File: src/rtl/accel_seq_ctrl.sv
// Accelerator job sequencer: copies a source block into accelerator
// memory, starts the accelerator, then copies its result out.
//
// Ports:
//   clk, rst          rising-edge clock, synchronous active-high reset
//   cfg_start         single-cycle job request, sampled in IDLE only
//   cfg_in_words      input block length in words
//   cfg_src_base      source byte base address
//   cfg_dst_base      destination byte base address
//   busy              high while a job is in progress
//   done_irq          one-cycle completion pulse
//   status            0 = OK, 1 = TIMEOUT, 2 = LEN_ERR
//   src_en            source read strobe
//   src_addr          source byte address
//   src_rdata         source read data, one cycle after src_en
//   acc_start         accelerator start pulse
//   acc_done          accelerator completion
//   acc_out_len       accelerator output length in bytes
//   acc_mem_en        accelerator memory enable
//   acc_mem_we        accelerator memory write enable
//   acc_mem_addr      accelerator memory word index
//   acc_mem_be        accelerator memory byte enables
//   acc_mem_wdata     accelerator memory write data
//   acc_mem_rdata     accelerator memory read data, one cycle after read
//   dst_we            destination write strobe
//   dst_addr          destination byte address
//   dst_wdata         destination write data
module accel_seq_ctrl #(
   parameter int ADDR_WIDTH     = 32,
   parameter int DATA_WIDTH     = 32,
   parameter int MAX_IN_WORDS   = 43,
   parameter int TIMEOUT_CYCLES = 1024
) (
   input  logic                    clk,
   input  logic                    rst,
   input  logic                    cfg_start,
   input  logic [5:0]              cfg_in_words,
   input  logic [ADDR_WIDTH-1:0]   cfg_src_base,
   input  logic [ADDR_WIDTH-1:0]   cfg_dst_base,
   output logic                    busy,
   output logic                    done_irq,
   output logic [1:0]              status,
   output logic                    src_en,
   output logic [ADDR_WIDTH-1:0]   src_addr,
   input  logic [DATA_WIDTH-1:0]   src_rdata,
   output logic                    acc_start,
   input  logic                    acc_done,
   input  logic [5:0]              acc_out_len,
   output logic                    acc_mem_en,
   output logic                    acc_mem_we,
   output logic [ADDR_WIDTH-1:0]   acc_mem_addr,
   output logic [DATA_WIDTH/8-1:0] acc_mem_be,
   output logic [DATA_WIDTH-1:0]   acc_mem_wdata,
   input  logic [DATA_WIDTH-1:0]   acc_mem_rdata,
   output logic                    dst_we,
   output logic [ADDR_WIDTH-1:0]   dst_addr,
   output logic [DATA_WIDTH-1:0]   dst_wdata
);

   localparam int CW = (TIMEOUT_CYCLES > 63) ?
                       $clog2(TIMEOUT_CYCLES + 1) : 7;

   localparam logic [1:0] ST_OK      = 2'd0;
   localparam logic [1:0] ST_TIMEOUT = 2'd1;
   localparam logic [1:0] ST_LEN_ERR = 2'd2;

   typedef enum logic [2:0] {
      S_IDLE,
      S_LOAD,
      S_START,
      S_WAIT,
      S_UNLOAD,
      S_DONE
   } state_t;

   state_t                state;
   logic [CW-1:0]         cnt;
   logic [CW-1:0]         cnt_m1;
   logic [5:0]            n_words;
   logic [4:0]            m_words;
   logic [4:0]            m_next;
   logic [ADDR_WIDTH-1:0] src_base;
   logic [ADDR_WIDTH-1:0] dst_base;

   assign cnt_m1 = cnt - CW'(1);
   assign m_next = 5'((7'(acc_out_len) + 7'd3) >> 2);

   // Strobes are registered, so read data returns while the matching
   // write strobe is up; write data is forwarded straight from it.
   assign acc_mem_wdata = acc_mem_we ? src_rdata : '0;
   assign dst_wdata     = dst_we ? acc_mem_rdata : '0;

   always_ff @(posedge clk) begin
      if (rst) begin
         state        <= S_IDLE;
         cnt          <= '0;
         n_words      <= '0;
         m_words      <= '0;
         src_base     <= '0;
         dst_base     <= '0;
         busy         <= 1'b0;
         done_irq     <= 1'b0;
         status       <= ST_OK;
         src_en       <= 1'b0;
         src_addr     <= '0;
         acc_start    <= 1'b0;
         acc_mem_en   <= 1'b0;
         acc_mem_we   <= 1'b0;
         acc_mem_addr <= '0;
         acc_mem_be   <= '0;
         dst_we       <= 1'b0;
         dst_addr     <= '0;
      end else begin
         done_irq   <= 1'b0;
         acc_start  <= 1'b0;
         src_en     <= 1'b0;
         acc_mem_en <= 1'b0;
         acc_mem_we <= 1'b0;
         acc_mem_be <= '0;
         dst_we     <= 1'b0;
         unique case (state)
            S_IDLE: begin
               cnt <= '0;
               if (cfg_start) begin
                  src_base <= cfg_src_base;
                  dst_base <= cfg_dst_base;
                  n_words  <= cfg_in_words;
                  busy     <= 1'b1;
                  if (cfg_in_words != 6'd0 &&
                      int'(cfg_in_words) <= MAX_IN_WORDS) begin
                     status <= ST_OK;
                     state  <= S_LOAD;
                  end else begin
                     status <= ST_LEN_ERR;
                     state  <= S_DONE;
                  end
               end
            end
            // cnt = k issues read k and writes word k-1.
            S_LOAD: begin
               if (cnt < CW'(n_words)) begin
                  src_en   <= 1'b1;
                  src_addr <= src_base + (ADDR_WIDTH'(cnt) << 2);
               end
               if (cnt != '0) begin
                  acc_mem_en   <= 1'b1;
                  acc_mem_we   <= 1'b1;
                  acc_mem_be   <= '1;
                  acc_mem_addr <= ADDR_WIDTH'(cnt_m1);
               end
               if (cnt == CW'(n_words)) begin
                  cnt   <= '0;
                  state <= S_START;
               end else begin
                  cnt <= cnt + CW'(1);
               end
            end
            S_START: begin
               acc_start <= 1'b1;
               cnt       <= '0;
               state     <= S_WAIT;
            end
            // acc_done wins over a timeout in the same cycle.
            S_WAIT: begin
               if (acc_done) begin
                  m_words <= m_next;
                  cnt     <= '0;
                  if (m_next == 5'd0) begin
                     status <= ST_OK;
                     state  <= S_DONE;
                  end else begin
                     state <= S_UNLOAD;
                  end
               end else if (cnt == CW'(TIMEOUT_CYCLES - 1)) begin
                  status <= ST_TIMEOUT;
                  state  <= S_DONE;
               end else begin
                  cnt <= cnt + CW'(1);
               end
            end
            S_UNLOAD: begin
               if (cnt < CW'(m_words)) begin
                  acc_mem_en   <= 1'b1;
                  acc_mem_addr <= ADDR_WIDTH'(cnt);
               end
               if (cnt != '0) begin
                  dst_we   <= 1'b1;
                  dst_addr <= dst_base + (ADDR_WIDTH'(cnt_m1) << 2);
               end
               if (cnt == CW'(m_words)) begin
                  cnt    <= '0;
                  status <= ST_OK;
                  state  <= S_DONE;
               end else begin
                  cnt <= cnt + CW'(1);
               end
            end
            S_DONE: begin
               done_irq <= 1'b1;
               busy     <= 1'b0;
               cnt      <= '0;
               state    <= S_IDLE;
            end
            default: state <= S_IDLE;
         endcase
      end
   end

endmodule

File: config.mk
export PLATFORM = sky130hd
export DESIGN_NAME = accel_seq_ctrl
export DESIGN_NICKNAME = d
export VERILOG_FILES = /design/src/rtl/accel_seq_ctrl.sv
export SDC_FILE = /design/constraint.sdc
export NUM_CORES = 1
export LEC_CHECK = 0
export BUFFER_PORTS_ARGS = -buffer_cell sky130_fd_sc_hd__buf_2
export CAP_MARGIN = 20
export CELL_PAD_IN_SITES_DETAIL_PLACEMENT = 1
export CELL_PAD_IN_SITES_GLOBAL_PLACEMENT = 1
export CORE_ASPECT_RATIO = 1.25
export CORE_MARGIN = 1.5
export CORE_UTILIZATION = 39
export DETAILED_ROUTE_END_ITERATION = 16
export PLACE_DENSITY = 0.9
export SYNTH_ARGS = -nofsm -noshare
export SYNTH_HDL_FRONTEND = slang
export SYNTH_SLANG_ARGS = --single-unit
File: constraint.sdc
create_clock -name clk -period 7.5 [get_ports clk]
set_clock_uncertainty 0.2 [all_clocks]
set_input_delay 0.375 -clock clk [delete_from_list [all_inputs] [get_ports clk]]
set_output_delay 0.375 -clock clk [all_outputs]
set_load 0.005 [all_outputs]
* Yosys cells after proc, flatten, opt, wreduce, memory -nomap -nowiden
Index checks and enable logic that the tools add are counted.
W data, S select, Z words.
** Word-level totals
- Bits of input ports :: 144
- Register bits after elaboration :: 198
- Word-level logic and storage cells :: 99
** Cells by class
- Muxes and demuxes :: 34
- Order comparisons :: 3
- Equal/unequal tests :: 16
- Add/subtract/negate cells :: 5
- Reduce and logical (&&, ||, !) cells :: 21
- Bitwise gates (word level) :: 2
** Operators with widths (count)
- $mux W32 :: 4
- $add A32 B13 Y32 :: 2
- $pmux W32 S2 :: 1
- $mux W11 :: 4
- $pmux W11 S4 :: 1
- $mux W3 :: 6
- $pmux W3 S5 :: 1
- $mux W2 :: 6
- $reduce_and A2 Y1 :: 6
- $add A11 B1 Y11 const B :: 1
- $eq A11 B10 Y1 const B :: 1
- $eq A11 B5 Y1 :: 1
- $eq A11 B6 Y1 :: 1
- $lt A11 B5 Y1 :: 1
- $lt A11 B6 Y1 :: 1
- $reduce_bool A11 Y1 :: 1
- $sub A11 B1 Y11 const B :: 1
- $ne A2 B2 Y1 const B :: 5
- $ne A3 B3 Y1 const B :: 3
- $add A6 B2 Y7 const B :: 1
- $mux W1 :: 7
- $eq A3 B2 Y1 const B :: 2
- $eq A3 B3 Y1 const B :: 2
- $le A6 B6 Y1 const B :: 1
- other kinds (17) :: 21

* Logic depth before layout (Yosys ltp)
Gate-level depths: netlist of run 1.
- Depth after elaboration :: 5
- Mapped depth :: 14
- Gate-level depth less buffers :: 13

* Worst setup path before layout of run 1
Ideal clock, no wire load.
- Path type :: register to register
- From :: register cnt[0]
- To :: register dst_addr[25]
- Data arrival time :: 3.689 ns
- Required time :: 7.209 ns
- Stages on the path, launching flop included :: 14
- Path slack :: 3.520 ns
- Setup time :: 0.091 ns
- Cells stage by stage :: dfxtp_1 inv_1 ha_1 or3b_2 nor3_1 nand3_1 xnor2_1 ha_1 and4_1 nand2_1 nor3_1 o21ai_1 or3_1 a311oi_1
** On the way
- Word-level cells in the longest chain between the ends :: 2
- Elaborated cells on any way between the ends :: 4
- Those cells by class :: add/sub (2); reduce/logical (2)
** Ends and longest elaborated chain
- start, declared :: line 77 : logic [CW-1:0] cnt;
- start signal, assigned :: line 155 : cnt <= cnt + CW'(1);
- start signal, assigned :: line 178 : cnt <= cnt + CW'(1);
- start signal, assigned :: line 195 : cnt <= cnt + CW'(1);
- $sub A11 B1 Y11 / $reduce_bool A11 Y1 (equally long branches) :: line 85, 186
- $add A32 B13 Y32 / $reduce_and A2 Y1 (equally long branches)
- end signal, assigned :: line 188 : dst_addr <= dst_base + (ADDR_WIDTH'(cnt_m1) << 2);
- end, declared :: line 56 : output logic [ADDR_WIDTH-1:0] dst_addr,
Several ways; a longest one is shown, not always the timed one.
A chain may end at the register's enable or synchronous reset.

* Worst setup path after layout of run 1
- From :: register cnt[0]
- To :: register dst_addr[27]
Same word-level chain as after synthesis.

==> impl_metrics.py, run 1 <==
metrics = {
    "run_status": {
        "outcome": "complete, no violations",
    },
    "global_routing": {
        "antenna_found_initial": 17,
        "grt-ovfl-total": 0,
        "track_usage_pct": 30.2,
        "grt_max_degree": 91,
        "grt_pass1_wl_um": 57700,
        "grt_pass1_vias": 10400,
    },
    "power_and_ir_drop": {
        "leakagePower_nw": 5.43,
        "power_density_nw_per_um2": 294,
        "vdd_drop_max_mv": 0.171,
        "fin_total_pwr_mw": 3.60,
    },
    "clocking": {
        "insertion_delay_ps": 450,
        "ctsHtreeMaxLevel": 4,
        "cts_buffers": 17,
        "clockBufferDepth": 2,
        "root_buffer": "clkbuf_16",
        "clock_sinks": 173,
        "cts_tree": "done",
        "cts.repair.resized": 0,
        "cts.clk_slew.worst_paths_ps": 70,
    },
    "min_path": {
        "hold_class": "primary input to register",
        "hold_depth": 3,
    },
    "route": {
        "wl_per_cell_um": 20.4,
        "vias": 10100,
        "final_antenna_net_count": 0,
        "drt_iter0_markers": 545,
        "post-route-drc-count": 0,
        "totalWireLength_um": 38200,
        "avgViaCountPerCell": 5.38,
        "first_pass_iters": 5,
    },
    "worst_setup_path": {
        "criticalPathCategory": "register to register",
        "crit_required_ps": 7640,
        "r2r_cells": 13,
        "end_kind": "register",
        "crit_path_start_kind": "register",
        "cp.arrival_ps": 5160,
        "crit_fanout": 9,
    },
    "synth": {
        "yosysTopAreaCell": "dfxtp_1",
        "synth_flop_cell": "dfxtp_1",
        "async_flop_share_pct": 0,
        "synth_top_area_share_pct": 36.7,
        "yosys_register_bits": 173,
        "syn_inst": 1210,
        "synth_edf_count": 0,
        "synth.distinct_cells": 74,
        "yosys_warnings": 0,
        "synth_area_leaders": "dfxtp_1 (37%), nand2_1 (8.6%), a21oi_1 (6.5%), ha_1 (4.9%), and2_1 (4.6%)",
        "syn_area_um2": 9440,
        "synth_area_per_cell_um2": 7.81,
        "ys_seq_area_share_pct": 36.7,
    },
    "layout": {
        "nets": 1701,
        "area_growth_pct": 29.7,
        "drive_above_1_share_pct": 23.1,
        "final_cell_mix": "buf_2 (294), nand2_1 (217), dfxtp_1 (173), a21oi_1 (121), nor2_1 (90)",
        "final_common_cell": "buf_2",
    },
    "timing": {
        "fmax_ghz": 0.199,
        "slew_violations": 0,
        "hold_violations": 0,
        "setup_viol": 0,
        "worstMarginPinSlew_ps": 1080,
        "period_minus_slack_ps": 5020,
        "finalCritPeriodShare_pct": 66.9,
        "slew-limit-headroom_pct": 27.3,
        "tns_ps": 0,
        "rsz0062_at_grt": "no",
    },
    "placement": {
        "hpwlAfterDp_um": 27300,
        "gp_congestion": 0.887,
        "port_buffers": 295,
    },
    "die": {
        "io-pin-count": 317,
        "die_h_um": 177,
        "initial_utilization_pct": 39.8,
        "dieArea_um2": 25200,
        "chipWidth_um": 142,
        "core-area_um2": 23700,
        "rows": 63,
    },
    "run": {
        "maxCapViolations": 0,
    },
}
==> synthesized netlist by cell type (all sizes together) (13+ instances only) <==
master and number:
a211oi 43, xor2 17, o21ai 36, clkbuf 59
and3 23, buf 38, a21oi 123, nand3 26
dfxtp 173, xnor2 36, nand2 217, nor3 23
ha 37, a21o 13, nor2 91, or3 13
inv 31, and2 70
==> registers in the layout (all words and copies together) (netlist names) <==
signal / count
dst_addr: 32
src_base: 32
dst_base: 32
dst_we: 1
state: 3
busy: 1
src_en: 1
acc_mem_en: 1
acc_mem_addr: 11
acc_mem_be: 1
src_addr: 32
acc_start: 1
m_words: 5
cnt: 11
status: 2
n_words: 6
done_irq: 1
==> per-stage QoR <==
stage | worst slack (ps) | cells | utilization [%] | area (µm²) | hold slack, ps
after floorplan | 3520 | 1230 | - | 9520 | 232
after global placement | 2870 | 1760 | 46.3 | 11000 | 239
after detailed placement | 2540 | 1760 | 46.3 | 11000 | 246
after CTS | 2520 | 1856 | 51.5 | 12200 | 2.11
after global routing | 2160 | 1870 | 51.6 | 12200 | 3.43
final | 2480 | 1870 | 51.6 | 12200 | 21.1
==> final cells by class <==
class | count | area (µm²)
fill | 2987 | 11500
multi-input combinational | 928 | 5480
sequential | 173 | 3460
timing repair buffer | 366 | 2170
clock buffer | 20 | 447
tap | 325 | 407
clock inverter | 12 | 126
inverter | 32 | 120
antenna | 14 | 35.0
==> cell families after synthesis <==
group / share of synthesized area (%)
xor gates and xnor gates: 4.92
other: 0.0397
AOI/OAI and AO/OA: 19.8
and+or+nand+nor: 25.9
DFF: 36.7
buffers and inverters: 6.40
muxes: 0.954
adders and majority gates: 5.33
==> layer usage <==
| layer | GRT usage, % | vias to the layer above | part of all wire [%] |
|---|---|---|---|
| met3 | 5.82 | 81 | 5.1 |
| met5 | 0 | - | 0.034 |
| met4 | 19.8 | 2 | 5.6 |
| met2 | 56.5 | 329 | 53 |
| met1 | 30.1 | 4868 | 37 |
| li1 | - | 4779 | - |
==> worst max-delay path, stage by stage (launching register included) <==
cell,delay (ps)
dfxtp_1,370
inv_1,240
ha_1,240
or3b_2,500
nor3_1,510
nand3_1,180
xnor2_1,240
ha_1,410
and4_1,350
nand2_1,90
nor3_1,520
o21ai_1,380
or3_1,400
a311oi_1,280
==> power by group <==
group,total [mW],internal (mW),switching [mW],leakage (nW)
combinational,1.43,0.552,0.879,3.75
sequential,1.27,1.09,0.174,1.41
clock,0.898,0.477,0.421,0.280
==> final timing paths <==
| path | from | end | slack (ps) |
|---|---|---|---|
| setup / recovery | cnt[0] | dst_addr[27] | 2480 |
| hold / removal | cfg_src_base[6] | src_base[6] | 20 |
| setup reg to reg | cnt[0] | dst_addr[27] | 2480 |
| hold reg to reg | src_addr[7] | src_addr[7] | 250 |
==> timing repair <==
action / 4_1_cts / 5_1_grt
hold endpoints to repair: 64 / 0
setup buffers: 0 / 0
hold buffers: 64 / 0
No activity file was read; power rests on OpenSTA's default activity.
==> inputs of run 2 (changes only) <==
ABC_AREA = 1   (was unset)
CORE_UTILIZATION = 32   (was 39)
PLACE_DENSITY = 0.81   (was 0.9)
clock period = 4.45 ns   (was 7.5 ns; I/O delays follow)
==> impl_metrics.py, run 2 <==
metrics = {
    "route": {
        "drt_iter0_markers": 553,
        "final_antenna_net_count": 0,
        "avgViaCountPerCell": 4.92,
        "vias": 12400,
        "post-route-drc-count": 0,
        "wl_per_cell_um": 17.9,
        "totalWireLength_um": 44900,
        "first_pass_iters": 5,
    },
    "timing": {
        "rsz0062_at_grt": "no",
        "period_minus_slack_ps": 3360,
        "fin_ws_ps": 1090,
        "hold_violations": 0,
        "slew_violations": 0,
        "finalCritPeriodShare_pct": 75.5,
        "hold_slack_ps": 44.7,
        "slew-limit-headroom_pct": 28.4,
        "fmax_ghz": 0.298,
        "tns_ps": 0,
        "setup_viol": 0,
        "worstMarginPinSlew_ps": 1070,
    },
    "power_and_ir_drop": {
        "power.switching_mw": 3.27,
        "clkPwrFrac_pct": 22.1,
        "leakagePower_nw": 7.51,
        "vdd_drop_max_mv": 0.221,
        "power_density_nw_per_um2": 520,
        "p_comb_share_pct": 46.2,
        "swShare_pct": 45.4,
        "seqPwrFrac_pct": 31.7,
        "internal_power_mw": 3.94,
    },
    "layout": {
        "nets": 2258,
        "drive_above_1_share_pct": 18.0,
        "stdcell_count": 2509,
        "utilization_pct": 42.1,
        "final_common_cell": "nand2_1",
        "final_cell_mix": "nand2_1 (462), inv_1 (305), buf_2 (295), dfxtp_1 (173), nor2_1 (172)",
        "area_growth_pct": 28.7,
    },
    "global_routing": {
        "grt_max_degree": 78,
        "grt_pass1_wl_um": 69200,
        "grt-ovfl-total": 0,
        "antenna_found_initial": 4,
        "track_usage_pct": 25.8,
        "grt_pass1_vias": 12600,
    },
    "die": {
        "rows": 74,
        "dieArea_um2": 34800,
        "initial_utilization_pct": 32.7,
        "io-pin-count": 317,
        "chipWidth_um": 167,
        "core-area_um2": 33000,
        "die_h_um": 208,
    },
    "clocking": {
        "cts_buffers": 17,
        "cts.clk_slew.worst_paths_ps": 80,
        "clockBufferDepth": 2,
        "cts_tree": "done",
        "ctsHtreeMaxLevel": 4,
        "insertion_delay_ps": 460,
        "root_buffer": "clkbuf_16",
        "cts.repair.resized": 0,
        "clock_sinks": 173,
    },
    "placement": {
        "gp_congestion": 0.928,
        "hpwlAfterDp_um": 35400,
        "port_buffers": 295,
        "dp_cells": 2398,
        "pre_cts_ws_ps": 1130,
    },
    "worst_setup_path": {
        "end_kind": "register",
        "reg2reg_from": "cnt[0]",
        "r2r_cells": 16,
        "reg2reg_slack_ps": 1090,
        "cp.arrival_ps": 3520,
        "max_stage_delay_ps": 370,
        "criticalPathCategory": "register to register",
        "crit_path_start_kind": "register",
        "crit_buf_inv": 4,
        "cp_cell_sequence": "inv_1, ha_1, nand2_1, inv_1, nand2_1, o21ai_0, o21ai_1, ha_1, nand2_1, inv_1, a21boi_0, nand3_1, nand3_1, nand3_1, nand2_1, inv_1",
        "worst_path_max_delay_cell": "dfxtp_1",
        "r2r-end": "dst_addr[30]",
        "crit_required_ps": 4610,
        "cpLargestDelayFamily": "simple AND/OR/NAND/NOR gates",
        "crit_fanout": 9,
    },
    "synth": {
        "synth.distinct_cells": 45,
        "async_flop_share_pct": 0,
        "yosys_register_bits": 173,
        "synth_area_leaders": "dfxtp_1 (32%), nand2_1 (16%), inv_1 (11%), o21ai_0 (6.1%), nand3_1 (6.0%)",
        "synth_flop_cell": "dfxtp_1",
        "ys_seq_area_share_pct": 32.1,
        "syn_inst": 1738,
        "synth_top_area_share_pct": 32.1,
        "synth_most_common_cell": "nand2_1",
        "yosysTopAreaCell": "dfxtp_1",
        "syn_area_um2": 10800,
        "yosys_warnings": 0,
        "synth_edf_count": 0,
        "synthTopCellsByCount": "nand2_1 (462), inv_1 (306), dfxtp_1 (173), nor2_1 (172), o21ai_0 (132)",
        "synth_area_per_cell_um2": 6.20,
    },
    "min_path": {
        "hold_depth": 5,
        "hold_end": "m_words[0]",
        "hold_class": "primary input to register",
        "hp-start": "acc_out_len[2]",
    },
    "run_status": {
        "outcome": "complete, no violations",
    },
    "run": {
        "maxCapViolations": 0,
    },
}
==> run 2: timing repair <==
item	4_1_cts	5_1_grt
hold endpoints to repair	79	0
hold buffers	75	0
setup buffers	0	0
==> run 2: power groups by stage <==
stage                     Sequential [mW]  Clock [mW]  Combinational (mW)
after floorplan                      2.21           0                2.19
after global placement               2.30           0                3.15
after detailed placement             2.32           0                3.26
after CTS                            2.29        1.62                3.33
after global routing                 2.33        1.67                3.74
final                                2.28        1.59                3.33
==> run 2: layout make-up <==
class	count	area (µm²)
Sequential cell	173	3460
Clock inverter	13	151
Clock buffer	19	453
Antenna cell	3	7.51
Fill cell	4410	19100
Multi-Input combinational cell	1191	5770
Timing Repair Buffer	377	2310
Inverter	315	1190
Tap cell	418	523
==> run 2: logic make-up after synthesis <==
kind of cell	share of synthesized area [%]
AO/OA/AOI/OAI	12.4
XOR/XNOR	1.79
adder cells (fa/ha/maj)	4.67
buffers and inverters	15.1
flip-flops	32.1
multiplexers	0.0929
other	0.0348
AND/OR/NAND/NOR	33.8
==> run 2: how the worst max path moves through the flow <==
stage                      start  cells after the start  slack (ps)            to
final                     cnt[0]                     16        1090  dst_addr[30]
after global routing      cnt[0]                     16         640  dst_addr[18]
after CTS                 cnt[0]                     18        1100  dst_addr[20]
after detailed placement  cnt[0]                     18        1130  dst_addr[20]
after global placement    cnt[0]                     16        1310  dst_addr[18]
after floorplan           cnt[0]                     16        1700  dst_addr[18]
==> run 2: per-stage QoR <==
| step | area [µm²] | power (mW) |
|---|---|---|
| 2_1_floorplan | 10800 | 4.40 |
| 3_3_place_gp | 12500 | 5.46 |
| 3_5_place_dp | 12500 | 5.58 |
| 4_1_cts | 13800 | 7.24 |
| 5_1_grt | 13900 | 7.73 |
| 6_report | 13900 | 7.20 |
==> run 2: worst min-delay path, stage by stage <==
cell and delay (ps):
buf_2 90, nor3_1 40, nor3_1 180, a21oi_1 60
nor2_1 70
==> run 2: per-layer routing <==
| layer | wire length, µm | track usage, % |
|---|---|---|
| met5 | 0 | 0 |
| met4 | 2320 | 14.5 |
| met3 | 2290 | 4.28 |
| met2 | 22000 | 45.9 |
| met1 | 18300 | 29.1 |
==> inputs of run 3 (changes only) <==
ABC_AREA = 0   (was 1)
CORE_UTILIZATION = 33   (was 32)
clock period = 2.9 ns   (was 4.45 ns; I/O delays follow)
==> impl_metrics.py, run 3 (synthesis results as in run 1) <==
metrics = {
    "layout": {
        "area_growth_pct": 48.0,
        "final_common_cell": "buf_2",
        "fill_cells": 3476,
        "fin_area_um2": 14000,
        "drive_above_1_share_pct": 31.8,
        "nets": 1841,
        "final_cell_mix": "buf_2 (294), nand2_1 (213), dfxtp_1 (170), a21oi_1 (116), buf_4 (98)",
        "utilization_pct": 49.3,
    },
    "die": {
        "initial_utilization_pct": 33.4,
        "io-pin-count": 317,
        "core-area_um2": 28300,
        "rows": 69,
        "dieArea_um2": 29600,
        "die_h_um": 192,
        "chipWidth_um": 154,
    },
    "worst_setup_path": {
        "crit_required_ps": 3000,
        "cp.arrival_ps": 3680,
        "cpLargestDelayFamily": "simple AND/OR/NAND/NOR gates",
        "reg2reg_slack_ps": -680,
        "crit_path_start_kind": "register",
        "crit_fanout": 5,
        "r2r-end": "dst_addr[25]",
        "crit_buf_inv": 3,
        "criticalPathCategory": "register to register",
        "worst_path_max_delay_cell": "or3b_4",
        "max_stage_delay_ps": 400,
        "cp_cell_sequence": "inv_4, ha_4, or3b_4, nor3_4, nand2_1, xnor2_1, ha_1, and4_4, nand2_2, nor3_4, buf_4, buf_4, o21ai_4, o21ai_1, a311oi_2",
        "reg2reg_from": "cnt[0]",
        "end_kind": "register",
        "r2r_cells": 15,
    },
    "timing": {
        "rsz0062_at_grt": "yes",
        "finalCritPeriodShare_pct": 123,
        "worstMarginPinSlew_ps": 987,
        "period_minus_slack_ps": 3580,
        "fmax_ghz": 0.279,
        "hold_violations": 0,
        "slew_violations": 0,
        "fin_ws_ps": -681,
        "slew-limit-headroom_pct": 33.7,
        "hold_slack_ps": 21.6,
        "setup_viol": 23,
    },
    "global_routing": {
        "grt-ovfl-total": 0,
        "track_usage_pct": 27.4,
        "grt_pass1_vias": 11000,
        "grt_pass1_wl_um": 61700,
        "antenna_found_initial": 20,
        "grt_max_degree": 69,
    },
    "clocking": {
        "ctsHtreeMaxLevel": 4,
        "root_buffer": "clkbuf_16",
        "clock_sinks": 173,
        "clockBufferDepth": 2,
        "cts_buffers": 17,
        "cts_tree": "done",
        "cts.clk_slew.worst_paths_ps": 70,
        "insertion_delay_ps": 440,
    },
    "placement": {
        "hpwlAfterDp_um": 29400,
        "port_buffers": 295,
        "place_area_um2": 11800,
        "pre_cts_ws_ps": -688,
        "gp_congestion": 0.917,
    },
    "route": {
        "vias": 10700,
        "wl_per_cell_um": 20.5,
        "first_pass_iters": 4,
        "drt_iter0_markers": 498,
        "avgViaCountPerCell": 5.25,
        "totalWireLength_um": 41600,
        "final_antenna_net_count": 0,
        "post-route-drc-count": 0,
    },
    "power_and_ir_drop": {
        "fin_total_pwr_mw": 11.2,
        "power_density_nw_per_um2": 800,
        "vdd_drop_max_mv": 0.394,
        "leakagePower_nw": 6.25,
    },
    "min_path": {
        "hold_class": "primary input to register",
        "hp-start": "acc_done",
        "hold_depth": 3,
        "hold_end": "m_words[3]",
    },
    "run_status": {
        "violations": "setup timing",
        "outcome": "finished, violations left",
    },
    "run": {
        "maxCapViolations": 0,
    },
}
[run 3: worst max path at each step]
stage	startpoint	endpoint	slack [ps]	cells after the start
final	cnt[0]	dst_addr[25]	-680	15
after global routing	cnt[0]	dst_addr[29]	-770	13
after CTS	cnt[0]	dst_addr[21]	-650	11
after detailed placement	cnt[0]	dst_addr[28]	-690	11
after global placement	cnt[0]	dst_addr[30]	-580	12
after floorplan	cnt[2]	dst_addr[22]	-500	13
[run 3: area by class of cell]
class	count	area [µm²]	share of cell area, %
Clock buffer	20	457	3.27
Timing Repair Buffer	504	3390	24.3
Tap cell	355	444	3.18
Sequential cell	173	3470	24.8
Multi-Input combinational cell	930	5940	42.5
Antenna cell	9	22.5	0.161
Inverter	32	123	0.878
Clock inverter	12	126	0.904
[run 3: layer usage]
metal | track usage (%) | up-vias | wire [µm]
li1 | - | 5069 | -
met5 | 0 | - | 103
met1 | 27.4 | 5116 | 14500
met4 | 11.9 | 18 | 1640
met3 | 10.3 | 99 | 4110
met2 | 50.6 | 384 | 21200
[run 3: through the flow]
step / std cells / setup TNS [ps]
floorplan: 1230 / -7540
global placement: 1874 / -8700
detailed placement: 1874 / -11220
CTS: 2021 / -10970
global route: 2028 / -13880
finish: 2035 / -11160
[run 3: tightest hold or removal path, cell delays in order]
cell and delay (ps):
buf_2 160, and2_1 220, a211oi_1 90
[run 3: power breakdown]
part	leakage (nW)	switching [mW]	internal [mW]
registers	1.41	0.431	2.83
logic	4.56	2.98	2.61
clock network	0.286	1.07	1.26
[run 3: timing repair]
action / in CTS / in global routing
gates resized for setup: 29 / 61
endpoints found under the hold margin: 85 / 0
cloned: 2 / 0
setup buffers: 17 / 13
pin swaps: 17 / 19
endpoints found under the setup margin: 23 / 48
hold buffers: 96 / 0
